`src/rtl/keypad_pkg.sv`:
```
// Shared types and tables for the 4x4 keypad scanner.
package keypad_pkg;

  typedef enum logic [1:0] {
    SCAN     = 2'd0,
    DEBOUNCE = 2'd1,
    PRESSED  = 2'd2,
    RELEASE  = 2'd3
  } state_t;

  // One-hot-low pattern per index: used both as column drive and as the
  // expected row reading for a latched row.
  localparam logic [3:0][3:0] ONE_LOW = {4'b0111, 4'b1011, 4'b1101, 4'b1110};

  localparam logic [3:0] ROWS_IDLE = 4'b1111;

  // Row encoder result layout: {hit, idx[1:0]}; hit only for exactly one low row.
  localparam logic       ROW_HIT  = 1'b1;
  localparam logic [2:0] ROW_NONE = 3'b000;

  function automatic logic [2:0] row_encode(input logic [3:0] rows);
    case (rows)
      4'b1110: row_encode = {ROW_HIT, 2'd0};
      4'b1101: row_encode = {ROW_HIT, 2'd1};
      4'b1011: row_encode = {ROW_HIT, 2'd2};
      4'b0111: row_encode = {ROW_HIT, 2'd3};
      default: row_encode = ROW_NONE;
    endcase
  endfunction

endpackage

```
`src/rtl/keypad_row_sync.sv`:
```
// 4-bit two-flop synchronizer for the asynchronous keypad rows.
// Resets to all-high (no key closed).
module keypad_row_sync (
  input  logic       clk,
  input  logic       rst_n,
  input  logic [3:0] d,
  output logic [3:0] q
);

  logic [3:0] meta;

  // Two-stage capture of the raw pulled-up row lines.
  always_ff @(posedge clk or negedge rst_n) begin
    if (!rst_n) begin
      meta <= 4'b1111;
      q    <= 4'b1111;
    end else begin
      meta <= d;
      q    <= meta;
    end
  end

endmodule

```
`src/rtl/keypad_scanner.sv`:
```
// 4x4 keypad scanner: column scan, single-key debounce, press strobe and
// held flag. Optional auto-repeat under macro KEYPAD_AUTOREPEAT_EN.
module keypad_scanner
  import keypad_pkg::*;
#(
  parameter int SCAN_DIV        = 1000,
  parameter int DEBOUNCE_CYCLES = 20000,
  parameter int REPEAT_CYCLES   = 500000
) (
  input  logic       clk,
  input  logic       rst_n,
  input  logic [3:0] row_in,
  output logic [3:0] col_out,
  output logic [3:0] key_code,
  output logic       key_valid,
  output logic       key_held
);

  localparam int DW = $clog2(SCAN_DIV);
  localparam int BW = $clog2(DEBOUNCE_CYCLES);
  localparam logic [DW-1:0] DIV_LAST = DW'(SCAN_DIV - 1);
  localparam logic [BW-1:0] DB_LAST  = BW'(DEBOUNCE_CYCLES - 1);

  logic [3:0]    rows_s;
  state_t        state, state_n;
  logic [DW-1:0] div_cnt, div_n;
  logic [BW-1:0] db_cnt, db_n;
  logic [1:0]    col_idx, col_n;
  logic [1:0]    row_idx, row_n;
  logic [3:0]    code_n;
  logic          valid_n, held_n;
  logic [2:0]    hit;

`ifdef KEYPAD_AUTOREPEAT_EN
  localparam int RW = $clog2(REPEAT_CYCLES);
  localparam logic [RW-1:0] REP_LAST      = RW'(REPEAT_CYCLES - 1);
  localparam logic [RW-1:0] REP_FAST_LAST = RW'(REPEAT_CYCLES / 4 - 1);
  logic [RW-1:0] rep_cnt, rep_n;
  logic          rep_fast, fast_n;
`endif

  keypad_row_sync u_sync (
    .clk   (clk),
    .rst_n (rst_n),
    .d     (row_in),
    .q     (rows_s)
  );

  // Next-state and next-output logic for scan/debounce/press/release.
  always_comb begin
    state_n = state;
    div_n   = div_cnt;
    db_n    = db_cnt;
    col_n   = col_idx;
    row_n   = row_idx;
    code_n  = key_code;
    valid_n = 1'b0;
    held_n  = key_held;
    hit     = row_encode(rows_s);
`ifdef KEYPAD_AUTOREPEAT_EN
    rep_n   = rep_cnt;
    fast_n  = rep_fast;
`endif
    case (state)
      SCAN: begin
        if (div_cnt == DIV_LAST) begin
          div_n = '0;
          if (hit[2]) begin
            // Column stays frozen while the candidate key is debounced.
            row_n   = hit[1:0];
            db_n    = '0;
            state_n = DEBOUNCE;
          end else begin
            col_n = col_idx + 2'd1;
          end
        end else begin
          div_n = div_cnt + DW'(1);
        end
      end
      DEBOUNCE: begin
        if (rows_s != ONE_LOW[row_idx]) begin
          db_n    = '0;
          col_n   = col_idx + 2'd1;
          state_n = SCAN;
        end else if (db_cnt == DB_LAST) begin
          db_n    = '0;
          code_n  = {row_idx, col_idx};
          valid_n = 1'b1;
          held_n  = 1'b1;
          state_n = PRESSED;
`ifdef KEYPAD_AUTOREPEAT_EN
          rep_n   = '0;
          fast_n  = 1'b0;
`endif
        end else begin
          db_n = db_cnt + BW'(1);
        end
      end
      PRESSED: begin
        // Only the latched row matters; other keys are ignored here.
        if (rows_s[row_idx]) begin
          db_n    = '0;
          state_n = RELEASE;
`ifdef KEYPAD_AUTOREPEAT_EN
          rep_n   = '0;
          fast_n  = 1'b0;
`endif
        end
`ifdef KEYPAD_AUTOREPEAT_EN
        else if (rep_cnt == (rep_fast ? REP_FAST_LAST : REP_LAST)) begin
          valid_n = 1'b1;
          rep_n   = '0;
          fast_n  = 1'b1;
        end else begin
          rep_n = rep_cnt + RW'(1);
        end
`endif
      end
      RELEASE: begin
        if (!rows_s[row_idx]) begin
          db_n    = '0;
          state_n = PRESSED;
        end else if (rows_s != ROWS_IDLE) begin
          // Some other key is down: wait for a fully idle keypad.
          db_n = '0;
        end else if (db_cnt == DB_LAST) begin
          db_n    = '0;
          held_n  = 1'b0;
          col_n   = col_idx + 2'd1;
          state_n = SCAN;
        end else begin
          db_n = db_cnt + BW'(1);
        end
      end
      default: state_n = SCAN;
    endcase
  end

  // State, counters and registered outputs.
  always_ff @(posedge clk or negedge rst_n) begin
    if (!rst_n) begin
      state     <= SCAN;
      div_cnt   <= '0;
      db_cnt    <= '0;
      col_idx   <= 2'd0;
      row_idx   <= 2'd0;
      col_out   <= ONE_LOW[0];
      key_code  <= 4'h0;
      key_valid <= 1'b0;
      key_held  <= 1'b0;
`ifdef KEYPAD_AUTOREPEAT_EN
      rep_cnt   <= '0;
      rep_fast  <= 1'b0;
`endif
    end else begin
      state     <= state_n;
      div_cnt   <= div_n;
      db_cnt    <= db_n;
      col_idx   <= col_n;
      row_idx   <= row_n;
      col_out   <= ONE_LOW[col_n];
      key_code  <= code_n;
      key_valid <= valid_n;
      key_held  <= held_n;
`ifdef KEYPAD_AUTOREPEAT_EN
      rep_cnt   <= rep_n;
      rep_fast  <= fast_n;
`endif
    end
  end

endmodule

```
`config.mk`:
```
export PLATFORM = sky130hd
export DESIGN_NAME = keypad_scanner
export DESIGN_NICKNAME = d
export VERILOG_FILES = /design/src/rtl/keypad_pkg.sv /design/src/rtl/keypad_row_sync.sv /design/src/rtl/keypad_scanner.sv
export SDC_FILE = /design/constraint.sdc
export NUM_CORES = 1
export LEC_CHECK = 0
export CAP_MARGIN = 5
export CORE_MARGIN = 2
export CORE_UTILIZATION = 55
export DETAILED_ROUTE_END_ITERATION = 16
export GPL_TIMING_DRIVEN = 0
export PLACE_DENSITY_LB_ADDON = 0.1
export SYNTH_ARGS = -nofsm -noshare
export SYNTH_HDL_FRONTEND = slang
export SYNTH_SLANG_ARGS = --single-unit
```
`constraint.sdc`:
```
create_clock -name clk -period 5.2 [get_ports clk]
set_clock_uncertainty 0.2 [all_clocks]
set_input_delay 1.04 -clock clk [delete_from_list [all_inputs] [get_ports clk]]
set_output_delay 1.04 -clock clk [all_outputs]
set_load 0.03 [all_outputs]
```
==> Word level (Yosys, flattened, before mapping) <==
Cells that the tools add are included.
{ "classes": {"addsub": 3, "n_lt_le_gt_ge": 2, "n_eq_ne": 22, "n_reduce_logical": 7, "n_bitwise": 1, "n_mux": 41} }
{ "op_table": {"columns": ["operator", "count"], "rows": [
  ["15-bit 2-to-1 mux", 7],
  ["15-bit case mux with 4 select lines", 1],
  ["2-bit 2-to-1 mux", 14],
  ["4-bit binary-select mux with 2-bit select", 2],
  ["2-bit inequality test (second input constant)", 8],
  ["15-bit by 1-bit adder with 15-bit output (second input constant)", 1],
  ["15-bit == test (second input constant)", 1],
  ["4-bit == test (second input constant)", 3],
  ["3-bit case mux with 4 select lines", 1],
  ["6-bit AND reduction", 2],
  ["10-bit by 1-bit adder with 10-bit output (second input constant)", 1],
  ["10-bit == test (second input constant)", 1],
  ["10-bit 2-to-1 mux", 1],
  ["1-bit 2-to-1 mux", 9],
  ["3-bit inequality test (second input constant)", 3],
  ["3-bit AND reduction", 3],
  ["4-bit 2-to-1 mux", 2],
  ["2-bit case mux with 4 select lines", 1],
  ["2-bit by 3-bit < comparator with 1-bit output (second input constant)", 2],
  ["2-bit case mux with 3 select lines", 1],
  ["2-bit == test (second input constant)", 2],
  ["4-bit by 3-bit == test with 1-bit output (second input constant)", 1],
  ["4-bit inequality test", 1],
  ["4-bit inequality test (second input constant)", 1],
  ["7 further kinds", 7]
]} }
{ "word_totals": {"ff_bits": 49, "in_bits": 6} }

==> Longest topological paths before layout <==
Gate-level depths: netlist of the first run.
{ "depth": {"word_depth": 7, "depth_mapped": 7, "depth_no_buf": 6} }

==> By module <==
From an unflattened synthesis of the first run, not the netlist that was laid out.
{ "unflattened": {"hier_cells": 257, "area_unflattened_um2": 2635.0} }
{ "by_module_without_submodules": {"columns": ["module", "area_per_inst_um2", "instances", "cells_each"], "rows": [
  ["keypad_scanner", 2424.8, 1, 249],
  ["keypad_row_sync", 210.2, 1, 8]
]} }

==> Worst setup path before layout of the first run <==
No wires, ideal clock.
{ "synth_timing": {"path_type": "reg-to-reg", "start": "register u_sync.q[3]", "end": "register col_out[0]", "setup_slack_ns": 3.040, "t_arrival_ns": 1.835, "period_less_slack_ns": 2.160, "setup_time_ns": 0.125, "path_buffers": 1, "path_stages_with_launch": 7, "path_cell_list": "dfstp_2 -> buf_2 -> and3b_1 -> o2111ai_1 -> a311oi_1 -> o21bai_2 -> mux2_2"} }
{ "synth_between": {"elab_chain_cells": 7} }
{ "synth_lines": {"columns": ["element", "line_no", "source"], "rows": [
  ["from (decl)", "keypad_row_sync.sv:7", "output logic [3:0] q"],
  ["from (signal assigned)", "keypad_row_sync.sv:19", "q <= meta;"],
  ["4-bit by 3-bit == test with 1-bit output / 4-bit == test (equally long branches)", "keypad_pkg.sv:22", "case (rows)"],
  ["3-bit case mux with 4 select lines", "keypad_pkg.sv:22", null],
  ["2-bit 2-to-1 mux", "keypad_scanner.sv:68", "if (hit[2]) begin"],
  ["2-bit 2-to-1 mux", "keypad_scanner.sv:66", "if (div_cnt == DIV_LAST) begin"],
  ["2-bit case mux with 3 select lines *", "keypad_scanner.sv:64", "case (state)"],
  ["4-bit binary-select mux with 2-bit select *", "keypad_scanner.sv:161", "col_out <= ONE_LOW[col_n];"],
  ["4-bit 2-to-1 mux (implied by the code) *", "keypad_scanner.sv:161", null],
  ["to (signal assigned)", "keypad_scanner.sv:147", "col_out <= ONE_LOW[0];"],
  ["to (signal assigned)", "keypad_scanner.sv:161", null],
  ["to (decl)", "keypad_scanner.sv:13", "output logic [3:0] col_out,"]
]} }
Mark *: on every way between the ends. The rest lies on a longest branch, timed or not. The select of a mux whose other input is x is not followed.
A chain may end at the register's enable or synchronous reset.

==> Worst setup path after layout of the first run <==
{ "layout_timing": {"start": "register col_out[2]", "end": "output port col_out[2]"} }
No word-level cell between the ends.

==> flow_summary_export.csv, run 1 <==
group,metric,value,unit
run_status,status,"complete, no violations",
worst_setup_path,setup.worst_path.end_class,"primary output",
clock_network,clock-root-buffer,"clkbuf_8",
timing,drv_slew,0,
clock_network,cts_tree,"yes",
die,fp.coreArea,4692,sq um
global_routing,antenna_found_initial,0,
clock_network,numCtsBuffers,5,
layout,finalNetCount,299,
die,die_area,5430,sq um
drt,drt_iter0_drc,125,
global_routing,grt_pass1_wl,9211,um
timing,period_minus_slack,2.731,ns
die,io_pins,16,
logic_synthesis,synth_top_area_cell,"dfrtp_1",
hold_path,hold_class,"reg2reg",
die,num_rows,25,
place,placed_cells,338,
timing,rsz0062_at_grt,"no",
power,p_leak,1.226,nW
layout,fin_cells,346,
timing,fmax,366.2,MHz
hold_path,worstHoldStart,"u_sync.meta[0]$_DFF_PN1_",
timing,setup-tns-final,0,ns
worst_setup_path,path_buf_inv,1,
global_routing,grt_remaining_overflow,0,
die,initial_core_util,56.93,%
clock_network,htreeDepth,2,
worst_setup_path,worstReg2RegStart,"u_sync.q[3]$_DFF_PN1_",
global_routing,groute.usage.overall,21.68,%
clock_network,post-cts-setup-buffers,0,
timing,setup_slack,2.469,ns
drt,routedWlPerCell,15.03,um
drt,firstDrtPassIters,4,
timing,worst_pin_slew,0.6276,ns
worst_setup_path,arrival,1.49,ns
drt,routed_wl,5199,um
global_routing,grt_max_degree,27,
clock_network,clk_pin_slew,0.10,ns
worst_setup_path,critical_path.cell_chain,"clkdlybuf4s50_1",
place,hpwl,3744,um
logic_synthesis,ys_seq_elements,49,
clock_network,numClockSinks,49,
logic_synthesis,synth_edf_count,0,
clock_network,cts_hold_buf,0,
place,gp_congestion,0.8165,
drt,ant_nets,0,
logic_synthesis,yosysSeqAreaShare,46.42,%
logic_synthesis,synth_cell_types,58,
worst_setup_path,path_class,"reg2out",
worst_setup_path,critPathLaunchType,"flip-flop",
logic_synthesis,synth_top_area_share,35.60,%
layout,drive_gt1_share,16.44,%
timing,finalSetupViolations,0,
place,pre_cts_ws,2.805,ns
place,port-buffer-count,15,
die,die_w,73.69,um
drt,vias,2070,
power,power_density,213.9,nW/um^2
clock_network,cts_resized,0,
drt,vias_per_cell,5.983,
flow_run,cap_violations,0,
logic_synthesis,synth_ff_type,"dfrtp_1",
worst_setup_path,cp-startpoint,"col_out[2]$_DFF_PN1_",
logic_synthesis,ys_warn_count,0,
logic_synthesis,synth_cells,268,
logic_synthesis,synth.area.top_cells,"dfrtp_1, dfstp_2, nand2_1",
timing,period_share,52.52,%
timing,hold_violations,0,
logic_synthesis,synth_nets,276,
timing,max-slew-margin-rel,57.81,%
power,ir_drop,0.1560,mV
worst_setup_path,slowest_stage,"clkdlybuf4s50_1",
layout,post-route-util,63.84,%
logic_synthesis,synthArstFlopShare,100.0,%
worst_setup_path,slowest_delay,0.66,ns
worst_setup_path,worst_path_dominant_cell_family,"buffers and inverters",
logic_synthesis,synth.avg_cell_area,9.968,sq um
clock_network,clockBufferDepth,2,
timing,hold_slack,0.1594,ns
worst_setup_path,worst-path-max-fanout,1,
drt,route.detailed.drc,0,
logic_synthesis,syn_area,2671,sq um
worst_setup_path,required,3.96,ns
layout,syn_to_final_growth,12.13,%
clock_network,clock_latency,0.30,ns
die,die-height,73.69,um
layout,antenna_cells,0,
global_routing,first_global_vias,2009,
## layer usage
metal | track usage [%] | share of wire [%] | up-vias
met4 | 5.859 | 1.1 | 0
li1 | - | - | 1027
met3 | 4.115 | 2.7 | 6
met1 | 29.29 | 47 | 1004
met2 | 35.71 | 49 | 33
met5 | 0 | 0 | -
## cell type report
cell class | count | area, sq um
multi-input cells | 197 | 1324
well taps | 54 | 67.56
flip-flops and latches | 49 | 1240
inverters | 7 | 26.28
clock inverters | 3 | 22.52
fillers | 388 | 1697
repair buffers | 16 | 165.2
clock buffers | 5 | 68.82
plain buffers | 15 | 81.33
## layout by cell type, fill, tap and decap left out, drive strengths merged, types with 2 or more instances in the layout
master / synthesis / routed
a311oi: 3 / 3
nor3b: 2 / 2
and2: 10 / 10
mux2: 6 / 6
nand2b: 2 / 2
inv: 7 / 7
nor2b: 4 / 4
nand3b: 4 / 4
dfrtp: 38 / 38
or3b: 2 / 2
o21a: 2 / 2
buf: 8 / 10
xnor2: 6 / 6
nor2: 10 / 10
nand3: 11 / 11
o221ai: 8 / 8
and4: 3 / 3
ha: 2 / 2
o2111ai: 4 / 4
xor2: 2 / 2
or2: 3 / 3
nor3: 8 / 8
nand4: 11 / 11
clkinv: 0 / 3
o211ai: 6 / 6
nor4: 4 / 4
clkbuf: 7 / 12
a31oi: 4 / 4
o31ai: 3 / 3
dfstp: 11 / 11
nand2: 41 / 41
clkdlybuf4s50: 0 / 14
o21ai: 15 / 15
a21oi: 6 / 6
## synthesized netlist by cell type (all sizes together), types with 3 or more instances
cell and n:
nand3 11, a31oi 4, mux2 6, o2111ai 4
dfrtp 38, nand3b 4, xnor2 6, and4 3
nor2b 4, nor2 10, o31ai 3, nor3 8
or2 3, dfstp 11, nand2 41, a311oi 3
buf 8, nand4 11, nor4 4, inv 7
o221ai 8, and2 10, o211ai 6, o21ai 15
a21oi 6, clkbuf 7
## where the power goes
group	internal, mW	total [mW]	switching [mW]	leakage, nW
logic	0.00958	0.0260	0.0165	0.545
registers	0.386	0.387	0.000796	0.632
clock network	0.0956	0.228	0.132	0.0481
total	0.492	0.641	0.149	1.23
## flip-flops by register name, summed over array words and instances, names as in the netlist, 4 cells and up
| register | flops |
|---|---|
| key_code | 4 |
| div_cnt | 10 |
| col_out | 4 |
| u_sync.meta | 4 |
| u_sync.q | 4 |
| db_cnt | 15 |
## path summary, 6_finish.rpt
check / slack [ns] / cells after the start / to
setup / recovery: 2.47 / 1 / col_out[2]
hold / removal: 0.16 / 0 / u_sync.q[0]$_DFF_PN1_
setup reg to reg: 2.80 / 6 / db_cnt[13]$_DFFE_PN0P_
hold reg to reg: 0.16 / 0 / u_sync.q[0]$_DFF_PN1_
max in group asynchronous: 3.69 / 2 / u_sync.q[0]$_DFF_PN1_
min in group asynchronous: 0.51 / 1 / db_cnt[6]$_DFFE_PN0P_
## metrics by stage
step | total power, mW | area (sq um)
after CTS | 0.6477 | 2995
after floorplan | 0.4060 | 2671
after global routing | 0.6672 | 2995
after global placement | 0.4193 | 2889
after detailed placement | 0.4211 | 2904
final | 0.6408 | 2995
## kinds of logic (layout without fill, tap and decap cells)
| family | Yosys count | after routing | synth area share (%) |
|---|---|---|---|
| buffers and inverters | 22 | 46 | 4.028 |
| xor gates and xnor gates | 8 | 8 | 2.623 |
| DFF | 49 | 49 | 46.42 |
| muxes | 7 | 7 | 3.934 |
| adders and majority gates | 2 | 2 | 0.9366 |
| and+or+nand+nor | 121 | 121 | 25.43 |
| AOI/OAI and AO/OA | 59 | 59 | 16.63 |
Power figures use the tool's default switching activity.
==> run 2: changes to the inputs <==
Clock period 5.2 ns to 2.75 ns, I/O delays scaled along.
==> results of run 2 <==
Same layout as run 1 (identical final DEF). Status: complete, no violations.
Main changes from that run: setup slack after placement 2.805 ns -> 0.3710 ns; setup slack after layout 2.469 ns -> 0.3465 ns; hold slack 0.1594 ns -> 0.01624 ns; start point of the critical path col_out[2]$_DFF_PN1_ -> u_sync.q[3]$_DFF_PN1_; end point of the critical path col_out[2] -> db_cnt[13]$_DFFE_PN0P_; register-to-register setup slack 2.80 ns -> 0.35 ns; total power 0.6408 mW -> 1.212 mW; worst IR drop on VDD 0.1560 mV -> 0.2950 mV
